File: config.mk
export PLATFORM = sky130hd
export DESIGN_NAME = reg_file_dump
export DESIGN_NICKNAME = d
export VERILOG_FILES = /design/src/rtl/reg_file_dump.sv
export SDC_FILE = /design/constraint.sdc
export NUM_CORES = 1
export LEC_CHECK = 0
export ABC_CLOCK_PERIOD_IN_PS = 3400
export CORE_MARGIN = 1
export CORE_UTILIZATION = 40
export CTS_BUF_LIST = sky130_fd_sc_hd__clkbuf_4 sky130_fd_sc_hd__clkbuf_8
export DETAILED_ROUTE_END_ITERATION = 16
export GPL_TIMING_DRIVEN = 0
export PLACE_DENSITY = 0.73
export SETUP_SLACK_MARGIN = 0.2
export SLEW_MARGIN = 20
export SYNTH_ARGS = -nofsm -noshare
export SYNTH_HDL_FRONTEND = slang
export SYNTH_SLANG_ARGS = --single-unit
File: constraint.sdc
create_clock -name clk -period 3.4 [get_ports clk]
set_input_delay 1.02 -clock clk [delete_from_list [all_inputs] [get_ports clk]]
set_output_delay 1.02 -clock clk [all_outputs]
set_load 0.01 [all_outputs]
File: src/rtl/reg_file_dump.sv
// Debug-path register file dump engine: walks an index range through one read port
// and streams each word out over valid/ready with index, last tag and running checksum.
module reg_file_dump #(
    parameter int DATA_W = 32,
    parameter int ADDR_W = 5
) (
    input  logic              clk,
    input  logic              areset,
    input  logic              start,
    input  logic              abort,
    input  logic [ADDR_W-1:0] first_idx,
    input  logic [ADDR_W-1:0] last_idx,
    output logic [ADDR_W-1:0] rf_addr,
    input  logic [DATA_W-1:0] rf_data,
    output logic              out_valid,
    input  logic              out_ready,
    output logic [DATA_W-1:0] out_data,
    output logic [ADDR_W-1:0] out_idx,
    output logic              out_last,
    output logic              busy,
    output logic              done,
    output logic [DATA_W-1:0] checksum
);

    typedef enum logic [1:0] {
        S_IDLE,
        S_LOAD,
        S_SEND,
        S_DONE
    } state_e;

    state_e            state_q, state_d;
    logic [ADDR_W-1:0] rf_addr_q, rf_addr_d;
    logic [ADDR_W-1:0] remaining_q, remaining_d;
    logic [DATA_W-1:0] out_data_q, out_data_d;
    logic [ADDR_W-1:0] out_idx_q, out_idx_d;
    logic              out_last_q, out_last_d;
    logic              out_valid_q, out_valid_d;
    logic [DATA_W-1:0] checksum_q, checksum_d;

    // NOTE: every flop is updated with <= so all state advances together on the edge.
    always_ff @(posedge clk or negedge areset) begin
        if (!areset) begin
            state_q     <= S_IDLE;
            rf_addr_q   <= '0;
            remaining_q <= '0;
            out_data_q  <= '0;
            out_idx_q   <= '0;
            out_last_q  <= 1'b0;
            out_valid_q <= 1'b0;
            checksum_q  <= '0;
        end else begin
            state_q     <= state_d;
            rf_addr_q   <= rf_addr_d;
            remaining_q <= remaining_d;
            out_data_q  <= out_data_d;
            out_idx_q   <= out_idx_d;
            out_last_q  <= out_last_d;
            out_valid_q <= out_valid_d;
            checksum_q  <= checksum_d;
        end
    end

    // NOTE: hold-value defaults come first so no path through the case infers a latch.
    always_comb begin
        state_d     = state_q;
        rf_addr_d   = rf_addr_q;
        remaining_d = remaining_q;
        out_data_d  = out_data_q;
        out_idx_d   = out_idx_q;
        out_last_d  = out_last_q;
        out_valid_d = out_valid_q;
        checksum_d  = checksum_q;

        unique case (state_q)
            S_IDLE: begin
                if (start) begin
                    rf_addr_d   = first_idx;
                    remaining_d = last_idx - first_idx;
                    checksum_d  = '0;
                    state_d     = S_LOAD;
                end
            end
            S_LOAD: begin
                if (abort) begin
                    out_valid_d = 1'b0;
                    state_d     = S_IDLE;
                end else begin
                    out_data_d  = rf_data;
                    out_idx_d   = rf_addr_q;
                    out_last_d  = (remaining_q == '0);
                    out_valid_d = 1'b1;
                    state_d     = S_SEND;
                end
            end
            S_SEND: begin
                // abort outranks a same-cycle handshake: the word in flight is not counted
                if (abort) begin
                    out_valid_d = 1'b0;
                    state_d     = S_IDLE;
                end else if (out_ready) begin
                    checksum_d  = checksum_q + out_data_q;
                    out_valid_d = 1'b0;
                    if (out_last_q) begin
                        state_d = S_DONE;
                    end else begin
                        rf_addr_d   = rf_addr_q + ADDR_W'(1);
                        remaining_d = remaining_q - ADDR_W'(1);
                        state_d     = S_LOAD;
                    end
                end
            end
            S_DONE: begin
                state_d = S_IDLE;
            end
            default: begin
                state_d = S_IDLE;
            end
        endcase
    end

    assign rf_addr   = rf_addr_q;
    assign out_valid = out_valid_q;
    assign out_data  = out_data_q;
    assign out_idx   = out_idx_q;
    assign out_last  = out_last_q;
    assign checksum  = checksum_q;
    assign busy      = (state_q != S_IDLE);
    assign done      = (state_q == S_DONE);

endmodule

==> metrics <==
Post-Synth XOR/XNOR Area 0.0505; drt total wl roughly 14000 um; met1 Usage GRT 0.277; Sw Ratio 0.389; cell family contributing the most delay on the critical path compound AO/OA/AOI/OAI gates; slowest stage delay, CP 0.45 ns; Initial Util 0.411; Inserted Diodes 0; CP endpoint kind flip-flop; Async SR Flop Fraction 1.00; cell count after synthesis 543; grt ovf 0; Worst Hold Class reg2reg; net switching power around 0.0018 W; post-synth cell types 49; DIE WIDTH 116 um; core footprint between 10000 and 15000 um2; Final WS setup approximately 0.37 ns; GRT Total Usage 0.217; Clk pwr share 0.159; commonest non-fill, non-tap cell in the layout clkdlybuf4s50_1; number of CTS-inserted buffers 9; worst-path maximum fanout 4; Worst setup SP type flip-flop; multiplexer area fraction after synthesis 0.0757; Synth Area in Compound Gates 0.210; Die Ht ~120 um; Nets around 770; number of H-tree levels 3; fill cell count around 1200; Pwr Density about 670 nW/um2; Synth Area in Simple Gates 0.133; Int Pwr 0.00280 W; gp weighted congestion 0.887; via count of the first global-routing pass about 4500; I/O pin total about 130; status completed; FP Rows between 40 and 50; hold_buf cts 0; ranking of synthesized cells by area dfrtp_1 40%, ha_1 9.1%, mux2_2 7.6%; max-slew violations 0; Detail Placement HPWL about 11000 um; proportion of layout cells with a drive suffix above 1 0.0922; ys flop type dfrtp_1; CP cell instances ha_1, inv_1, fa_1, nor2b_4, o31ai_4, a31oi_2, nor4_4, nor4b_4, o31ai_2, o31ai_2, xnor2_1, o21ai_1; clock slew at reported path FFs ~0.08 ns; worst path required time 3.64 ns; synthesized area ~5200 um2; final instance area between 6000 and 7000 um2; Final Hold Viols 0; sequential area share after synthesis 0.399; Crit path arrival time approximately 3.3 ns; pre-CTS setup slack around 0.15 ns; Post-synth EDFFs 0; Ys Warns 0; met3 Use GR 0.0523; LEAKAGE 3.03 nW; Starting DRT DRC Count 249; area share of fa/ha/maj cells after synthesis 0.0990; clk root buf clkbuf_8; placed cell count 840; Slew headroom 0.543; area leader, netlist dfrtp_1; largest net degree at the start of global routing between 50 and 60; skew final 0.0126 ns; clock sinks 83; dpl cell area between 6000 and 7000 um2; # setup viols final 0; top-area cell type share of the netlist area 0.399; global-route wire length before repair approximately 22000 um; DIE AREA between 10000 and 15000 um2; min Tclk post-route 3.03 ns; initial antenna violation count 0; Worst-Skew Late Latency ~0.38 ns; sequential power share 0.340; Routed WL per cell 16.2 um; Setup CP Type reg2reg; non-filler instance count after layout 855; met2 Use GR 0.360; Most Used Layer, Global Route met2; Max Cap Violations 0; Setup Fix Bufs, Post-CTS 0; Max VDD drop approximately 260 uV; DR vias ~4600; post-CTS resize count 0; Syn Area/Cell around 9.6 um2; IO buf count between 100 and 150; number of synthesized register bits between 80 and 90; CTS tree built; most frequent cells in the layout 123 x clkdlybuf4s50_1, 83 x dfrtp_1, 58 x nand2_1; Slowest cell on crit path fa_1; fmax around 0.33 GHz; largest family of logic cells by synthesized area compound AO/OA/AOI/OAI gates; worst path bufs/invs 1; Comb power frac 0.501; vias per inst between 5 and 6; antenna-violating nets left 0; first-pass detailed-route iteration total 5; Clock Path Buffers 2; DRC viols 0; Post-Synthesis Net Count 630; area delta synth->final 32.1%; most used cell, CP o31ai_2; RSZ-0062 raised after global routing false; worst-margin pin slew between 0.6 and 0.7 ns; Final period util 0.892
==> layout make-up <==
| type | instances | area (um2) | area share |
|---|---|---|---|
| Timing Repair Buffer | 125 | 1260 | 0.183 |
| Clock buffer | 11 | 145 | 0.0211 |
| Clock inverter | 4 | 51.3 | 0.00746 |
| Buffer | 23 | 86.3 | 0.0126 |
| Sequential cell | 83 | 2080 | 0.302 |
| Inverter | 22 | 82.6 | 0.0120 |
| Multi-Input combinational cell | 415 | 2960 | 0.430 |
| Tap cell | 172 | 215 | 0.0313 |
==> metal layers <==
metal,up-vias,wire [um]
met2,165,6620
met1,2168,6100
met3,20,924
li1,2214,-
met4,0,234
met5,-,0
==> per-stage QoR <==
stage	total power, W	hold slack [ns]	util	TNS [ns]
floorplan	0.00289	0.471	-	0
global placement	0.00377	0.490	0.526	-147.27
detailed placement	0.00386	0.497	0.527	0
CTS	0.00461	0.516	0.543	0
global route	0.00495	0.533	0.543	0
finish	0.00459	0.513	0.543	0
==> cell usage after synthesis (all sizes together), types with 2 or more instances <==
library cell and instances:
xnor2 14, nor2 19, o31ai 7, xor2 16
or3 3, o21bai 5, o22ai 4, a21o 27
nor2b 7, a31oi 3, a22oi 2, a21oi 51
a211oi 2, clkbuf 23, dfrtp 83, and3 3
inv 22, nand2b 8, o21ai 53, a2111oi 2
and4 2, nand3 16, ha 38, nand2 58
o211ai 4, o21a 3, a22o 4, and2 4
fa 2, nor3 7, nand4 3, nand3b 2
mux2 35, a32o 2, or2 2
==> power groups by stage <==
stage	logic [W]	registers, W	clock network (W)
after floorplan	0.00126	0.00163	0
after global placement	0.00221	0.00156	0
after detailed placement	0.00228	0.00158	0
after CTS	0.00230	0.00156	0.000757
after global routing	0.00255	0.00159	0.000804
final	0.00230	0.00156	0.000730
==> path summary, 6_finish.rpt <==
| path | cells after the start | from | endpoint | slack [ns] |
|---|---|---|---|---|
| max | 12 | out_data[0] | checksum[30] | 0.37 |
| min | 1 | out_idx[1] | out_idx[1] | 0.51 |
| min reg2reg | 1 | out_idx[1] | out_idx[1] | 0.51 |
| min in group asynchronous | 1 | areset | out_data[0] | 0.68 |
| max in group asynchronous | 2 | areset | out_data[20] | 2.10 |
| max reg2reg | 12 | out_data[0] | checksum[30] | 0.37 |
==> worst reg2reg max path: stages, from the launching register on <==
cell     delay, ns
dfrtp_1       0.42
ha_1          0.21
inv_1         0.06
fa_1          0.45
nor2b_4       0.18
o31ai_4       0.09
a31oi_2       0.31
nor4_4        0.11
nor4b_4       0.38
o31ai_2       0.17
o31ai_2       0.30
xnor2_1       0.15
o21ai_1       0.07
==> cell families (layout without fill, tap and decap cells) <==
kind of cell | count (synthesis) | after routing
AOI/OAI and AO/OA | 172 | 172
xor gates and xnor gates | 30 | 30
and+or+nand+nor | 138 | 138
buffers and inverters | 45 | 185
adders and majority gates | 40 | 40
muxes | 35 | 35
DFF | 83 | 83
==> registers in the layout (all words and copies together) (netlist names) <==
| name | flops |
|---|---|
| remaining_q | 5 |
| out_valid | 1 |
| rf_addr | 5 |
| state_q | 2 |
| out_data | 32 |
| out_last | 1 |
| checksum | 32 |
| out_idx | 5 |
Note: power is estimated with default switching activity, not from simulation.
